File: src/rtl/fifo_pkg.sv
// Shared types and helpers for the fifo_flex buffering primitive.
package fifo_pkg;

  typedef enum logic {
    FIFO_DROP      = 1'b0,
    FIFO_OVERWRITE = 1'b1
  } fifo_policy_e;

  function automatic int fifo_aw(input int depth);
    return $clog2(depth);
  endfunction

endpackage

File: src/rtl/fifo_mem.sv
// DEPTH x WIDTH storage: one write port, one registered read port, no reset.
module fifo_mem #(
  parameter int WIDTH = 32,
  parameter int DEPTH = 8,
  parameter int AW    = 3
) (
  input  logic             clk,
  input  logic             we,
  input  logic [AW-1:0]    waddr,
  input  logic [WIDTH-1:0] wdata,
  input  logic             re,
  input  logic [AW-1:0]    raddr,
  output logic [WIDTH-1:0] rdata
);

  logic [WIDTH-1:0] mem [DEPTH];

  // Read-before-write: a same-address read returns the old entry.
  always_ff @(posedge clk) begin
    if (we) mem[waddr] <= wdata;
    if (re) rdata <= mem[raddr];
  end

endmodule

File: src/rtl/fifo_flex.sv
// Synchronous FIFO with wrap-bit pointers, occupancy thresholds, a drop or
// overwrite overflow policy, sticky error flags and a saturating drop counter.
module fifo_flex
  import fifo_pkg::*;
#(
  parameter int WIDTH      = 32,
  parameter int DEPTH      = 8,
  parameter int AF_THRESH  = 6,
  parameter int AE_THRESH  = 1,
  parameter int OVERWRITE  = 0,
  parameter int DROP_CNT_W = 8
) (
  input  logic                       clk,
  input  logic                       reset,
  input  logic                       flush,
  input  logic                       clear_flags,
  input  logic                       write_en,
  input  logic [WIDTH-1:0]           write_data,
  input  logic                       read_en,
  output logic [WIDTH-1:0]           read_data,
  output logic                       rd_valid,
  output logic                       full,
  output logic                       empty,
  output logic                       almost_full,
  output logic                       almost_empty,
  output logic [fifo_aw(DEPTH):0]    count,
  output logic                       overflow,
  output logic                       underflow,
  output logic [DROP_CNT_W-1:0]      drop_count
);

  localparam int AW = fifo_aw(DEPTH);
  localparam int CW = AW + 1;
  localparam fifo_policy_e POLICY = (OVERWRITE != 0) ? FIFO_OVERWRITE : FIFO_DROP;

  localparam logic [CW-1:0]         DEPTH_C  = CW'(DEPTH);
  localparam logic [CW-1:0]         AF_C     = CW'(AF_THRESH);
  localparam logic [CW-1:0]         AE_C     = CW'(AE_THRESH);
  localparam logic [AW:0]           PTR_ONE  = 1;
  localparam logic [CW-1:0]         CNT_ONE  = 1;
  localparam logic [DROP_CNT_W-1:0] DROP_ONE = 1;

  logic [AW:0]       w_ptr, r_ptr;
  logic [CW-1:0]     cnt;
  logic              ra, wa, ovf_evt, udf_evt, ow_evt, mem_we, adv_rd;
  logic              have_data;
  logic [WIDTH-1:0]  mem_q;

  assign count        = cnt;
  assign full         = (cnt == DEPTH_C);
  assign empty        = (cnt == '0);
  assign almost_full  = (cnt >= AF_C);
  assign almost_empty = (cnt <= AE_C);

  // Handshake: a read is accepted when read_en is high and the FIFO is not
  // empty; its word appears on read_data with rd_valid high on the next cycle.
  // No bypass, so a write never satisfies a read in the same cycle.
  assign ra      = read_en && !empty && !flush;
  assign wa      = write_en && (!full || ra) && !flush;
  assign ovf_evt = write_en && full && !read_en && !flush;
  assign udf_evt = read_en && empty && !flush;
  assign ow_evt  = ovf_evt && (POLICY == FIFO_OVERWRITE);
  assign mem_we  = wa || ow_evt;
  assign adv_rd  = ra || ow_evt;

  fifo_mem #(.WIDTH(WIDTH), .DEPTH(DEPTH), .AW(AW)) u_mem (
    .clk   (clk),
    .we    (mem_we),
    .waddr (w_ptr[AW-1:0]),
    .wdata (write_data),
    .re    (ra),
    .raddr (r_ptr[AW-1:0]),
    .rdata (mem_q)
  );

  // The storage has no reset, so read_data is masked to zero until a read lands.
  assign read_data = have_data ? mem_q : '0;

  always_ff @(posedge clk or posedge reset) begin
    if (reset) begin
      w_ptr     <= '0;
      r_ptr     <= '0;
      cnt       <= '0;
      rd_valid  <= 1'b0;
      have_data <= 1'b0;
    end else begin
      rd_valid <= ra;
      if (ra) have_data <= 1'b1;
      if (flush) begin
        w_ptr <= '0;
        r_ptr <= '0;
        cnt   <= '0;
      end else begin
        if (mem_we) w_ptr <= w_ptr + PTR_ONE;
        if (adv_rd) r_ptr <= r_ptr + PTR_ONE;
        if (wa && !ra)      cnt <= cnt + CNT_ONE;
        else if (ra && !wa) cnt <= cnt - CNT_ONE;
      end
    end
  end

  // A same-cycle event outranks clear_flags.
  always_ff @(posedge clk or posedge reset) begin
    if (reset) begin
      overflow   <= 1'b0;
      underflow  <= 1'b0;
      drop_count <= '0;
    end else if (clear_flags) begin
      overflow   <= ovf_evt;
      underflow  <= udf_evt;
      drop_count <= ovf_evt ? DROP_ONE : '0;
    end else begin
      if (ovf_evt) overflow <= 1'b1;
      if (udf_evt) underflow <= 1'b1;
      if (ovf_evt && (drop_count != '1)) drop_count <= drop_count + DROP_ONE;
    end
  end

endmodule

File: config.mk
export PLATFORM = sky130hd
export DESIGN_NAME = fifo_flex
export DESIGN_NICKNAME = d
export VERILOG_FILES = /design/src/rtl/fifo_pkg.sv /design/src/rtl/fifo_mem.sv /design/src/rtl/fifo_flex.sv
export SDC_FILE = /design/constraint.sdc
export NUM_CORES = 1
export LEC_CHECK = 0
export BUFFER_PORTS_ARGS = -buffer_cell sky130_fd_sc_hd__buf_2
export CORE_ASPECT_RATIO = 2
export CORE_MARGIN = 2
export CORE_UTILIZATION = 55
export DETAILED_ROUTE_END_ITERATION = 8
export PLACE_DENSITY = 0.72
export RECOVER_POWER = 100
export SYNTH_ARGS = -nofsm -noshare
export SYNTH_HDL_FRONTEND = slang
export SYNTH_SLANG_ARGS = --single-unit
File: constraint.sdc
create_clock -name clk -period 9.51 [get_ports clk]
set_clock_uncertainty 0.1 [all_clocks]
set_input_delay 1.4265 -clock clk [delete_from_list [all_inputs] [get_ports clk]]
set_output_delay 1.4265 -clock clk [all_outputs]
set_load 0.03 [all_outputs]
# Word-level counts from Yosys, hierarchy flattened
# Memory sizes are Yosys's and may differ from the RTL's. A register that Yosys moved wholly into a read port is not among the register bits.
# Index checks and enable logic that the tools add are counted.
# Widths: inputs -> output; s select.
# op_classes
n_addsub,5
n_eq_ne,2
n_reduce_logical,26
magnitude_cmp,2
mux,17
# ops
cell,n
$mux 32,1
$mux 4,7
$mux 8,2
$add 4x1->4 const B,3
$logic_and 1x1->1,12
$reduce_bool 2->1,5
$add 8x1->8 const B,1
$ne 8x8->1 const B,1
$mux 1,7
$logic_not 1->1,6
$eq 4x4->1 const B,1
$ge 4x3->1 const B,1
$le 4x1->1 const B,1
$logic_not 4->1,1
$sub 4x1->4 const B,1
$reduce_bool 3->1,1
$logic_or 1x1->1,1
# totals
mem_count,1
wordCells,61
in_bits,38
regBits,24
mem_bits_rw,256
# mem_list
name,words,width,rd,rd_ports_with_merged_regs,write_ports,line,rtl
u_mem.mem,8,32,1,1,1,fifo_mem.sv:16,logic [WIDTH-1:0] mem [DEPTH];

# Logic depth before layout (Yosys ltp)
# Gate-level depths: netlist (run 1).
# logic_depth
word_depth,12
depth_mapped,8
ltp_nobuf,6

# Modules after synthesis
# From an unflattened synthesis (run 1), not the netlist that was laid out.
# hier_totals
hier_cells,584
area_unflattened_um2,12324.3
# by_module_without_submodules
mod,n_inst,seq_area_each_um2,area_per_inst_um2,cells_per_inst
fifo_mem,1,8648.3,10786.6,415
fifo_flex,1,550.5,1537.7,169

# Worst setup path after synthesis (run 1)
# Ideal clock, no wire load.
# synth_timing
kind,input-to-reg
from,input read_en
to,memory u_mem.mem[0][0] (enable)
stages,4
n_path_buf,1
required_ns,8.949
path_slack_ns,4.764
arrival_time_ns,4.185
cell_sequence,clkbuf_1 > o211a_1 > nand2b_1 > nor3_1
# synth_between
elab_chain_len,7
# synth_lines
element,line,rtl
"start, declared",fifo_flex.sv:19,"input logic read_en,"
$logic_and 1x1->1 (2 in a row),fifo_flex.sv:58,assign ra = read_en && !empty && !flush;
$logic_or 1x1->1,fifo_flex.sv:59,assign wa = write_en && (!full || ra) && !flush;
$logic_and 1x1->1 (2 in a row),fifo_flex.sv:59,
$mux 1,fifo_mem.sv:20,if (we) mem[waddr] <= wdata;
$mux 1 (implied by the code),fifo_mem.sv:20,
"end, declared",fifo_mem.sv:16,
# Every way passes these cells.

==> results.txt, run 1 <==
Clk Latency, worst-skew pair - 0.54 ns
Unrepaired setup endpoints after global routing - false
CP Data Arrival Time - 5.67 ns
Hold path depth - 2
Filler-free cell count of the finished design - 984
DRT antenna net count - 0
Drt drc - 0
Vias in the first global route - 6140
Outcome - finished, violations left
Post-Route WL - 22900 um
Cts hold-fix bufs - 0
Max Root-Sink Buffers - 3
WHS Endpoint - underflow
Flop-to-flop setup slack - 4.02 ns
Die area - 23400 um2
Starting Density - 55.4%
Endpoints failing setup - 0
Cells after Synth - 596
Peak Freq - 0.182 GHz
CTS tree - done
H-tree levels - 1
Global-route wire length before repair - 35000 um
Share of layout cells above drive strength 1 - 20.6%
Hold path start - underflow
Via count - 5808
GRT Util Overall - 20.2%
TNS Setup - 0 ns
Total CTS buffers - 27
Inserted Diodes - 0
Worst setup SP type - flip-flop
Crit Path Category - reg2reg
CP max stage cell - clkbuf_1
Maxcap violations - 11
# Post-CTS Setup Buffers - 0
Syn Area/Cell - 20.4 um2
Area of the mapped netlist - 12200 um2
Failing checks - max-capacitance violations, max-slew violations
Largest net degree at the start of global routing - 67
Dpl hpwl - 13200 um
Placed Instances - 937
DR pass1 iterations - 5
Die height - 214 um
Port Buffers - 88
Post-cts sizing count - 0
Antenna violations before repair - 0
Crit-path max FO - 43
R2r endpoint - u_mem.rdata[21]
RR Startpoint - r_ptr[0]
Final #Nets - 735
Post-synth EDFFs - 288
VDD IR max - 0.160 mV
Reg2Reg Depth - 3
Worst path cell trace - clkbuf_1 -> mux4_2 -> mux2_1
Num rows - 77
Slew headroom - -172%
Wirelength per Cell - 23.3 um
Final Cycle Share - 57.8%
Distinct cells, synth - 49
Sequential element share of the synthesized area - 75.6%
Worst min path class - reg2reg
GRT overflow - 0
Clock transition at path regs - 0.07 ns
I/O pins - 89
RePlAce Congestion - 0.732
Pleak - 4.30 nW
Power per Cell Area - 225 nW/um2
Pins over their slew limit - 384
Worst Path Required - 9.68 ns
Min Tclk post-route - 5.49 ns
Synthesized flop and latch total - 310
CP max stage delay - 2.67 ns
Total chip power - 3.04 mW
Final Hold Fails - 0
Worst Setup End Kind - flip-flop
Syn Nets - 641
Core area - 22000 um2
Post-synthesis async set-or-reset flop share - 7.10%
Die X - 109 um
DR iter-0 viols - 469
Most used DFF post-synth - edfxtp_1
CTS Root Cell - clkbuf_16
Num Clock Sinks - 310
Tightest Pin Transition - 4.08 ns
Vias per std cell - 5.90
Area grow syn2layout - 11.2%
YS warnings - 0
==> cell usage after synthesis (2+ instances only) <==
library cell | number | area [um2]
and2_1 | 33 | 206
mux2_2 | 34 | 383
nor3_1 | 6 | 30.0
mux2i_1 | 3 | 30.0
a21oi_1 | 6 | 30.0
nand3_1 | 7 | 35.0
inv_1 | 8 | 30.0
mux4_2 | 64 | 1440
edfxtp_1 | 288 | 8650
nor2b_1 | 8 | 50.1
o21ai_0 | 6 | 30.0
nor2_1 | 20 | 75.1
buf_2 | 7 | 35.0
nand2b_1 | 6 | 37.5
nand4_1 | 3 | 18.8
dfrtp_1 | 22 | 551
a221oi_1 | 2 | 17.5
nand2_1 | 10 | 37.5
a31oi_1 | 2 | 12.5
nand3b_1 | 2 | 15.0
ha_1 | 7 | 87.6
clkbuf_1 | 20 | 75.1
a2bb2oi_1 | 2 | 17.5
xor2_1 | 5 | 43.8
==> logic make-up (layout without fill, tap and decap cells) <==
group,Yosys count,count (layout),share of synthesized area (%)
DFF,310,310,75.6
xor gates and xnor gates,5,5,0.360
buffers and inverters,37,149,1.27
AOI/OAI and AO/OA,28,28,1.74
adders and majority gates,7,7,0.720
and+or+nand+nor,107,107,5.00
muxes,102,102,15.3
==> critical path: cells and delay by family (launching register included) <==
kind,cells,cell delay [ns]
multiplexers,2,1.12
flip-flops,1,1.32
buffers and inverters,1,2.67
==> metal layers <==
layer	track usage, %	share of wire [%]	wire length [um]
met4	7.05	2.2	507
met2	36.7	56	12900
met1	24.0	37	8520
met5	0	0	0
met3	2.89	4.2	975
==> report_power, final <==
group	switching, mW	leakage (nW)	internal, mW
registers	0.0375	2.90	1.55
clock network	0.465	0.393	0.548
logic	0.232	1.00	0.210
total	0.735	4.30	2.31
==> stage by stage <==
| stage | hold slack (ns) | setup slack [ns] | util [%] | instance area, um2 |
|---|---|---|---|---|
| floorplan | 0.408 | 4.76 | - | 12200 |
| global placement | 0.419 | 5.95 | 58.9 | 12900 |
| detailed placement | 0.420 | 5.87 | 58.9 | 12900 |
| CTS | 0.429 | 5.49 | 62.6 | 13700 |
| global route | 0.454 | 3.19 | 61.6 | 13500 |
| finish | 0.435 | 4.02 | 61.6 | 13500 |
==> sequential cells by signal (all words and copies together) (netlist names) <==
signal,count
have_data,1
r_ptr,3
w_ptr,3
count,4
drop_count,8
u_mem.rdata,32
u_mem.mem,256
overflow,1
rd_valid,1
underflow,1
==> cell type report <==
class | count | area (um2)
flip-flops and latches | 310 | 9200
fillers | 1563 | 8440
multi-input cells | 249 | 2790
clock buffers | 32 | 694
repair buffers | 94 | 369
well taps | 276 | 345
clock inverters | 15 | 104
inverters | 8 | 30.0
==> worst max path at each step <==
stage	from	to	slack [ns]	cells past startpoint
after CTS	count[1]	empty	5.49	5
after floorplan	read_en	u_mem.mem[0][0]	4.76	4
after global routing	r_ptr[0]	u_mem.rdata[28]	3.19	3
after global placement	flush	u_mem.mem[3][14]	5.95	5
final	r_ptr[0]	u_mem.rdata[21]	4.02	3
after detailed placement	flush	u_mem.mem[3][10]	5.87	5
==> cell usage in the layout, fill, tap and decap left out, types with 6 or more instances in the layout <==
| cell | n |
|---|---|
| edfxtp_1 | 288 |
| clkbuf_1 | 86 |
| nor2b_1 | 8 |
| clkinv_2 | 6 |
| nand2_1 | 10 |
| mux4_2 | 64 |
| clkbuf_16 | 27 |
| ha_1 | 7 |
| nand2b_1 | 6 |
| and2_0 | 9 |
| nor3_1 | 6 |
| a21oi_1 | 6 |
| o21ai_0 | 6 |
| inv_1 | 8 |
| nor2_1 | 20 |
| nand3_1 | 7 |
| dfrtp_1 | 20 |
| buf_2 | 13 |
| mux2_1 | 8 |
| mux2_2 | 27 |
| and2_1 | 24 |
Power figures use the tool's default switching activity.
==> inputs of run 2 (changes only) <==
- ABC_AREA: default -> 1
- clock period: 9.51 -> 5.3 ns (I/O delays scaled with it)
==> run 2 against run 1 <==
Cell count is 39% higher. Non-clock buffer count is 5 higher. Power grew 95%. Largest cell class unchanged. The run still ends with max-capacitance violations, max-slew violations left. Hold slack got worse by 0.10 ns. Worst setup slack got worse by 2.6 ns. Largest power group unchanged.
==> results.txt, run 2 <==
Pleak - 4.96 nW (was 4.30 nW)
Pins over their slew limit - 331 (was 384)
Most used cell, CP - nand2_1
Die height - 216 um (was 214 um)
GRT Util Overall - 22.3% (was 20.2%)
VDD IR max - 0.288 mV (was 0.160 mV)
RePlAce Congestion - 0.754 (was 0.732)
DR pass1 iterations - 5 (unchanged)
Unrepaired setup endpoints after global routing - false (unchanged)
Filler cells - 1747 (was 1563)
Syn Nets - 1051 (was 641)
Worst min path class - in2async (was reg2reg)
Power per Cell Area - 433 nW/um2 (was 225 nW/um2)
RR Startpoint - count[0] (was r_ptr[0])
Worst path cell trace - inv_1 -> ha_1 -> nand2_2 -> nor2_1 -> nand2_1 -> nand2_1 -> nor2_1 -> nand2_1 -> nor2_4 -> clkbuf_1 (was clkbuf_1 -> mux4_2 -> mux2_1)
Post-synth EDFFs - 288 (unchanged)
Global-route wire length before repair - 40500 um (was 35000 um)
Final Cycle Share - 73.2% (was 57.8%)
Largest net degree at the start of global routing - 95 (was 67)
H-tree levels - 1 (unchanged)
Vias per std cell - 5.67 (was 5.90)
Clock transition at path regs - 0.07 ns (about the same)
CTS Root Cell - clkbuf_16 (unchanged)
Critical path depth - 10 (was 3)
Top area cells in the synthesized netlist - edfxtp_1, nand2_1, o21ai_0 (was edfxtp_1, mux4_2, dfrtp_1)
Crit Path Category - reg2reg (unchanged)
Flop-to-flop setup slack - 1.42 ns (was 4.02 ns)
DR iter-0 viols - 561 (was 469)
Tightest Pin Transition - 2.30 ns (was 4.08 ns)
Area of the mapped netlist - 12400 um2 (was 12200 um2)
Synth top cells by count - edfxtp_1, nand2_1, nor2_1, o21ai_0, o22ai_1 (was edfxtp_1, mux4_2, mux2_2, and2_1, dfrtp_1)
Final #Nets - 1122 (was 735)
DRT antenna net count - 0 (unchanged)
Syn Area/Cell - 12.3 um2 (was 20.4 um2)
Slew headroom - -53.5% (was -172%)
Synthesized flop and latch total - 310 (unchanged)
Total CTS buffers - 25 (was 27)
Port Buffers - 88 (unchanged)
Num rows - 77 (unchanged)
Distinct cells, synth - 27 (was 49)
Total chip power - 5.92 mW (was 3.04 mW)
Num Clock Sinks - 310 (unchanged)
Inserted Diodes - 0 (unchanged)
GRT overflow - 0 (unchanged)
Worst setup path start - count[0] (was r_ptr[0])
Clk Latency, worst-skew pair - 0.54 ns (about the same)
Top cell type's share of synthesized area - 69.8% (was 71.1%)
Peak Freq - 0.258 GHz (was 0.182 GHz)
Vias in the first global route - 7745 (was 6140)
I/O pins - 89 (unchanged)
Post-synthesis async set-or-reset flop share - 7.10% (unchanged)
Top flop regs - u_mem.mem: 256 flops, u_mem.rdata: 32 flops, drop_count: 8 flops (unchanged)
CP max stage delay - 1.64 ns (was 2.67 ns)
Post-Route WL - 26400 um (was 22900 um)
Endpoints failing setup - 0 (unchanged)
Die area - 23800 um2 (was 23400 um2)
Worst setup SP type - flip-flop (unchanged)
Biggest register - u_mem.mem (unchanged)
Worst Path Buf+Inv - 2 (was 1)
Most used DFF post-synth - edfxtp_1 (unchanged)
Failing checks - max-capacitance violations, max-slew violations (unchanged)
Drt drc - 0 (unchanged)
Outcome - finished, violations left (unchanged)
Antenna violations before repair - 0 (unchanged)
Count leader, synth - edfxtp_1 (unchanged)
Min Tclk post-route - 3.88 ns (was 5.49 ns)
TNS Setup - 0 ns (unchanged)
Cts hold-fix bufs - 0 (unchanged)
Maxcap violations - 8 (was 11)
Dpl hpwl - 14500 um (was 13200 um)
Most frequent cells in the layout - edfxtp_1, nand2_1, nor2_1, o21ai_0, clkbuf_1 (was edfxtp_1, clkbuf_1, mux4_2, mux2_2, clkbuf_16)
CP max stage cell - clkbuf_1 (unchanged)
Reg2Reg Depth - 10 (was 3)
R2r endpoint - u_mem.mem[1][20] (was u_mem.rdata[21])
Starting Density - 55.9% (was 55.4%)
Worst Path Required - 5.31 ns (was 9.68 ns)
Die X - 110 um (was 109 um)
Post-cts sizing count - 0 (unchanged)
CTS tree - done (unchanged)
Max Root-Sink Buffers - 3 (unchanged)
Wirelength per Cell - 19.2 um (was 23.3 um)
CP endpoint - u_mem.mem[1][20] (was u_mem.rdata[21])
Max reg flops - 256 (unchanged)
Sequential element share of the synthesized area - 74.2% (was 75.6%)
Crit-path max FO - 32 (was 43)
Via count - 7785 (was 5808)
Core area - 22200 um2 (was 22000 um2)
Share of layout cells above drive strength 1 - 5.93% (was 20.6%)
Most common cell after layout, fill and taps aside - edfxtp_1 (unchanged)
Cell taking the most area after synthesis - edfxtp_1 (unchanged)
Area grow syn2layout - 10.4% (was 11.2%)
# Post-CTS Setup Buffers - 0 (unchanged)
Worst Setup End Kind - flip-flop (unchanged)
CP Data Arrival Time - 3.89 ns (was 5.67 ns)
Worst path top cell family by delay - buffers and inverters (unchanged)
Layout Utilization - 61.7% (was 61.6%)
YS warnings - 0 (unchanged)
Cells after Synth - 1006 (was 596)
Final Hold Fails - 0 (unchanged)
==> run 2: how the worst min path moves through the flow <==
| stage | slack [ns] | end | from |
|---|---|---|---|
| floorplan | 0.45 | w_ptr[0] | w_ptr[0] |
| global placement | 0.36 | overflow | overflow |
| detailed placement | 0.37 | underflow | underflow |
| CTS | 0.37 | r_ptr[1] | reset |
| global route | 0.42 | drop_count[0] | reset |
| finish | 0.33 | drop_count[0] | reset |
==> run 2: final cells by class <==
type	count	area [um2]	area share, %
clock inverter	19	165	1.21
tap	276	345	2.52
timing repair buffer	99	415	3.04
multi-input combinational	579	2690	19.6
clock buffer	27	633	4.63
sequential	310	9200	67.3
inverter	62	234	1.71
==> run 2: metal layers <==
layer / routed length, um / vias to the layer above / GRT usage (%) / part of all wire, %
li1: - / 3687 / - / -
met1: 9970 / 3827 / 26.8 / 38
met2: 14400 / 227 / 39.9 / 55
met3: 1440 / 44 / 2.95 / 5.5
met4: 586 / 0 / 8.21 / 2.2
met5: 0 / - / 0 / 0
==> run 2: metrics by stage <==
stage / hold WS, ns / instance area [um2] / setup WS [ns] / std cells
finish: 0.335 / 13700 / 1.42 / 1372
global route: 0.422 / 13700 / 1.17 / 1372
CTS: 0.366 / 13900 / 2.13 / 1372
detailed placement: 0.375 / 13100 / 1.99 / 1326
global placement: 0.360 / 13100 / 2.03 / 1326
floorplan: 0.451 / 12400 / 1.84 / 1006
==> run 2: kinds of logic after synthesis <==
logic type,share of synthesized area (%)
compound gates,9.34
xor+xnor,0.212
fa+ha+maj,0.707
buf+inv,3.98
flops,74.2
simple gates,11.5
==> run 2: report_power, final <==
group / leakage (nW) / switching, mW / internal (mW) / total, mW
combinational: 1.66 / 0.845 / 0.314 / 1.16
clock: 0.400 / 0.830 / 1.01 / 1.84
sequential: 2.90 / 0.0882 / 2.84 / 2.92
